===== src/rtl/fft_pipe_ctrl_if.sv =====
// fft_pipe_ctrl_if: sample handshake bundle between the source/sink side and
// the FFT pipeline flow controller.
//   master : the side that presents samples and accepts results (source/sink)
//   slave  : the flow controller itself
interface fft_pipe_ctrl_if;
  logic in_valid;
  logic in_ready;
  logic out_valid;
  logic out_ready;
  logic out_last;

  modport master (
    output in_valid,
    output out_ready,
    input  in_ready,
    input  out_valid,
    input  out_last
  );

  modport slave (
    input  in_valid,
    input  out_ready,
    output in_ready,
    output out_valid,
    output out_last
  );
endinterface


===== src/rtl/fft_pipe_ctrl.sv =====
// fft_pipe_ctrl: flow controller for the FFT datapath register chain.
// Keeps one valid bit per pipeline stage and drives each stage's stall so that
// empty stages keep loading under output backpressure (bubbles collapse).
// Counts samples per N = 2**LOG2N frame on the input and output sides and
// flags frame boundaries.
// Optional build macro FFT_PIPE_CTRL_PERF_EN adds a 16-bit saturating counter
// (stall_cnt) of cycles where the source was held off.
module fft_pipe_ctrl #(
  parameter int NSTAGE = 8,
  parameter int LOG2N  = 6
) (
  input  logic                clk,
  input  logic                n_rst,
  input  logic                clr,
  fft_pipe_ctrl_if.slave      bus,
  output logic [NSTAGE-1:0]   stall,
  output logic [NSTAGE-1:0]   vld,
  output logic [LOG2N-1:0]    in_idx,
  output logic                frame_start,
  output logic                frame_done,
  output logic                busy
`ifdef FFT_PIPE_CTRL_PERF_EN
  ,
  output logic [15:0]         stall_cnt
`endif
);

  logic [NSTAGE-1:0] adv;
  logic [NSTAGE-1:0] vld_shift;
  logic [LOG2N-1:0]  out_idx;
  logic              in_hs;
  logic              out_hs;

  // Advance chain: a stage may load when it is empty or everything downstream moves.
  always_comb begin
    logic chain;
    // NOTE: combinational blocks use blocking '=' and assign every output first,
    // so no path leaves a value unassigned and no latch is inferred.
    adv   = '0;
    chain = !vld[NSTAGE-1] || bus.out_ready;
    adv[NSTAGE-1] = chain;
    for (int i = NSTAGE - 2; i >= 0; i--) begin
      chain  = !vld[i] || chain;
      adv[i] = chain;
    end
  end

  // Valid bit each stage would receive if it loads: its predecessor's, or the source's.
  always_comb begin
    vld_shift    = vld << 1;
    vld_shift[0] = bus.in_valid;
  end

  assign stall         = ~adv;
  assign bus.in_ready  = adv[0];
  assign bus.out_valid = vld[NSTAGE-1];
  assign bus.out_last  = vld[NSTAGE-1] && (out_idx == '1);

  assign in_hs       = bus.in_valid && adv[0];
  assign out_hs      = vld[NSTAGE-1] && bus.out_ready;
  assign frame_start = in_hs && (in_idx == '0);
  assign busy        = (|vld) || (|in_idx);

  // Per-stage valid bits: loading stages take the upstream bit, stalled stages hold.
  always_ff @(posedge clk or negedge n_rst) begin
    // NOTE: sequential state is updated with non-blocking '<=' so every register
    // samples pre-edge values regardless of statement order.
    if (!n_rst) begin
      vld <= '0;
    end else if (clr) begin
      vld <= '0;
    end else begin
      vld <= (vld & ~adv) | (vld_shift & adv);
    end
  end

  // Frame position counters; N is a power of two so they wrap by overflow.
  always_ff @(posedge clk or negedge n_rst) begin
    if (!n_rst) begin
      in_idx  <= '0;
      out_idx <= '0;
    end else if (clr) begin
      in_idx  <= '0;
      out_idx <= '0;
    end else begin
      if (in_hs)  in_idx  <= in_idx + 1'b1;
      if (out_hs) out_idx <= out_idx + 1'b1;
    end
  end

  // One-cycle pulse following the handshake of the last sample of a frame.
  always_ff @(posedge clk or negedge n_rst) begin
    if (!n_rst) begin
      frame_done <= 1'b0;
    end else if (clr) begin
      frame_done <= 1'b0;
    end else begin
      frame_done <= out_hs && bus.out_last;
    end
  end

`ifdef FFT_PIPE_CTRL_PERF_EN
  // Saturating count of cycles where a presented sample was refused.
  always_ff @(posedge clk or negedge n_rst) begin
    if (!n_rst) begin
      stall_cnt <= '0;
    end else if (clr) begin
      stall_cnt <= '0;
    end else if (bus.in_valid && !adv[0] && (stall_cnt != 16'hFFFF)) begin
      stall_cnt <= stall_cnt + 16'd1;
    end
  end
`endif

endmodule

===== src/flat_wrapper.sv =====
// flat-port wrapper written by rule: the top's interface ports become plain ports
module fft_pipe_ctrl_flat 
#(
  parameter int NSTAGE = 8,
  parameter int LOG2N  = 6
)
  (clk, n_rst, clr, stall, vld, in_idx, frame_start, frame_done, busy, bus_in_valid, bus_out_ready, bus_in_ready, bus_out_valid, bus_out_last);
  fft_pipe_ctrl_if bus_i ();
  input  logic clk;
  input  logic n_rst;
  input  logic clr;
  output logic [NSTAGE-1:0] stall;
  output logic [NSTAGE-1:0] vld;
  output logic [LOG2N-1:0] in_idx;
  output logic frame_start;
  output logic frame_done;
  output logic busy;
  input wire logic [$bits(bus_i.in_valid)-1:0] bus_in_valid;
  input wire logic [$bits(bus_i.out_ready)-1:0] bus_out_ready;
  output wire logic [$bits(bus_i.in_ready)-1:0] bus_in_ready;
  output wire logic [$bits(bus_i.out_valid)-1:0] bus_out_valid;
  output wire logic [$bits(bus_i.out_last)-1:0] bus_out_last;
  assign bus_i.in_valid = bus_in_valid;
  assign bus_i.out_ready = bus_out_ready;
  assign bus_in_ready = bus_i.in_ready;
  assign bus_out_valid = bus_i.out_valid;
  assign bus_out_last = bus_i.out_last;
  fft_pipe_ctrl #(.NSTAGE(NSTAGE), .LOG2N(LOG2N)) u_core (.clk(clk), .n_rst(n_rst), .clr(clr), .bus(bus_i), .stall(stall), .vld(vld), .in_idx(in_idx), .frame_start(frame_start), .frame_done(frame_done), .busy(busy));
endmodule

===== config.mk =====
export PLATFORM = sky130hd
export DESIGN_NAME = fft_pipe_ctrl_flat
export DESIGN_NICKNAME = d
export VERILOG_FILES = /design/src/rtl/fft_pipe_ctrl_if.sv /design/src/rtl/fft_pipe_ctrl.sv /design/src/flat_wrapper.sv
export SDC_FILE = /design/constraint.sdc
export NUM_CORES = 1
export LEC_CHECK = 0
export ABC_AREA = 1
export CORE_MARGIN = 2
export CORE_UTILIZATION = 49
export DETAILED_ROUTE_END_ITERATION = 12
export PLACE_DENSITY = 0.83
export SLEW_MARGIN = 0
export SYNTH_ARGS = -nofsm -noshare
export SYNTH_HDL_FRONTEND = slang
export SYNTH_SLANG_ARGS = --single-unit

===== constraint.sdc =====
create_clock -name clk -period 2.2 [get_ports clk]
set_input_delay 0.44 -clock clk [delete_from_list [all_inputs] [get_ports clk]]
set_output_delay 0.44 -clock clk [all_outputs]
set_load 0.05 [all_outputs]

==> flow_summary.ini <==
[setup_path]
nature_of_the_critical_path_endpoint = primary output
worst_setup_path_start_kind = flop
crit_arrival_ns = 1.68
r2r_end = u_core.in_idx[0]$_DFFE_PN0P_
worstPathMaxFanout = 5
critical_path.reg2reg.startpoint = u_core.vld[5]$_DFF_PN0_
criticalPathCategory = flop to primary output
kind_of_cell_with_the_highest_combined_delay_on_the_critical_path = buffers and inverters
timing.critical_path.slowest_cell_delay_ns = 0.79
path_cells = buf_12 -> clkdlybuf4s50_1
r2r_cells = 7
worst-r2r-setup-slack_ns = 0.64
slowest_stage_cell_on_the_critical_path = clkdlybuf4s50_1
path_buf_inv = 2
cp_data_required_time_ns = 1.76

[timing]
max_clock_freq_mhz = 472.0
finalCriticalPeriod_ns = 2.119
timing.final.ws_setup_ns = 0.08127
slew_violations = 0
relSlewSlack_pct = 66.26
timing_hold_violations_final = 0
min_period_over_period_pct = 96.31
max_slew.worst_pin.slew_ns = 0.5045
fin_skew_ns = 0.004211
finalSetupViolCount = 0
grt_setup_unrepaired = false
timing.hold.ws_ns = 0.4372

[clock_tree]
cts_tree = built
tritoncts_buffers = 3
clock_tree.root_cell = clkbuf_4
cts.reportedPaths.clkPinSlew_ns = 0.12
clock_sinks = 21
clockBufferDepth = 2
clock_latency_ns = 0.31
clock_tree.htree_level_count = 1

[finish]
final_core_util_pct = 78.57
layout_cell_area_excl_fill_um2 = 1688
mostFrequentLayoutCell = inv_1
insertedDiodeCount = 0
post_route_cells_drive_above_1_share_pct = 26.32
finish.net_count = 180
area.growth.synth_to_final_pct = 54.52
final_cell_count_no_fill = 199
commonest_cells_after_routing_fill_and_taps_aside = inv_1, clkdlybuf4s50_1, nand2_1, dfrtp_1, buf_4

[floorplan]
ios = 33
floorplan.initialDensity_pct = 50.84
die_width_um = 51.22
floorplan.die_area_um2 = 2623
fp.dieH_um = 51.22
rows = 17
core-area_um2 = 2148

[power_and_ir_drop]
clockPowerShare_pct = 27.0
vdd_drop_max_uv = 417.1
switching_share_pct = 29.84
p_int_w = 0.0005057
sequentialPowerShare_pct = 55.6
leakagePower_nw = 0.8113
power_density_nw_per_um2 = 427.0
power_frac_comb_pct = 17.4
p_switching_w = 0.0002150

[placed_design]
replace_congestion = 0.8553
place.detailed.hpwl_mm = 2.048
post_dp_cell_area_um2 = 1630
placed_cell_count = 193
dp_worst_setup_slack_ns = -0.1633
portBuffers = 32

[grt]
via_count_of_the_first_global_routing_pass = 974
grt_util_all_layers_pct = 22.17
grt_max_degree = 18
global_route_wire_length_before_repair_mm = 4.284
grt_antenna_before_repair = 0
grt.overflow.total = 0

[routing]
antenna_left = 0
routed_wire_length_per_instance_um = 13.40
dr_total_vias = 1052
via_per_inst = 5.286
detail_route.wirelength_mm = 2.666
drt_pass1_iterations = 7
dr.first_iter.drc_count = 24
detail_route.drc_violations = 0

[synth]
synth.cell_area_um2 = 1092
synth.distinct_cells = 25
yosysWarningCount = 0
syn_area_per_cell_um2 = 8.669
synth_top_cell_by_area = dfrtp_1
yosys-top-cells-area = dfrtp_1, inv_1, nand2_1
yosysTopAreaCellShare_pct = 48.11
ys_ff_latch = 21
synthesis.nets = 134
synth.yosys.seq_area_share_pct = 48.11
synthesis.instances = 126

[worst_hold_path]
hold_path_class = input pin to asynchronous set/reset pin

[job]
max_cap_viol_count = 0

[run_status]
run_status = completed
==> power groups by stage <==
stage | registers (W) | logic (W) | clock network [W]
floorplan | 0.000428 | 0.0000466 | 0
global placement | 0.000407 | 0.000123 | 0
detailed placement | 0.000408 | 0.000126 | 0
CTS | 0.000401 | 0.000126 | 0.000199
global route | 0.000402 | 0.000134 | 0.000217
finish | 0.000401 | 0.000125 | 0.000194
==> cell usage after synthesis (all sizes together) <==
library cell,number
inv,24
ha,3
buf,2
a31oi,1
nand3b,1
a21oi,9
dfrtp,21
clkbuf,1
nand4,8
nand3,11
nor3,3
nand2,19
o21ai,2
nor2,10
nor4,3
a211oi,2
a21o,1
xor2,3
o21a,2
==> area by class of cell <==
cell class | instances | area [um2]
flip-flops and latches | 21 | 530.5
repair buffers | 44 | 508.0
multi-input cells | 78 | 489.2
fillers | 133 | 460.4
inverters | 24 | 97.59
well taps | 28 | 35.03
clock buffers | 3 | 22.52
clock inverters | 1 | 5.005
==> per-stage QoR <==
step,power [W],TNS [ns]
floorplan,0.0004745,-0.9396
global placement,0.0005306,-0.3251
detailed placement,0.0005340,-0.6224
CTS,0.0007253,0
global route,0.0007529,0
finish,0.0007207,0
==> metal layers <==
| layer | global-route usage (%) | vias to the layer above | routed length, um |
|---|---|---|---|
| met4 | 9.649 | 0 | 40 |
| met3 | 4.094 | 4 | 168 |
| met2 | 38.74 | 50 | 1433 |
| li1 | - | 507 | - |
| met5 | 0 | - | 0 |
| met1 | 26.64 | 491 | 1025 |
==> cell families after synthesis <==
kind of cell             after synthesis  synth area share, %
adder cells (fa/ha/maj)                3                3.437
XOR/XNOR                               3                2.406
AND/OR/NAND/NOR                       55                27.26
flip-flops                            21                48.11
buffers and inverters                 27                9.736
AO/OA/AOI/OAI                         17                9.049
==> worst max path at each step <==
stage / start / end / slack, ns / depth (start not counted)
after floorplan: u_core.vld[7]$_DFF_PN0_ / stall[1] / -0.34 / 6
after global placement: bus_out_ready / bus_in_ready / -0.11 / 7
after detailed placement: bus_out_ready / bus_in_ready / -0.16 / 7
after CTS: u_core.vld[7]$_DFF_PN0_ / stall[1] / 0.09 / 7
after global routing: u_core.vld[5]$_DFF_PN0_ / stall[1] / 0.02 / 7
final: u_core.vld[7]$_DFF_PN0_ / bus_out_valid / 0.08 / 2
==> registers in the layout, indices dropped and copies added, names as in the netlist <==
| register | cells |
|---|---|
| u_core.vld | 8 |
| u_core.in_idx | 6 |
| u_core.out_idx | 6 |
| u_core.frame_done | 1 |
==> what timing repair did <==
item                                    CTS  global route
endpoints found under the setup margin    5             1
pin swaps                                 3             0
buffers inserted                          1             1
hold buffers                              0             0
hold endpoints to repair                  0             0
resized for setup                         3             0
No activity file was read; power rests on OpenSTA's default activity.
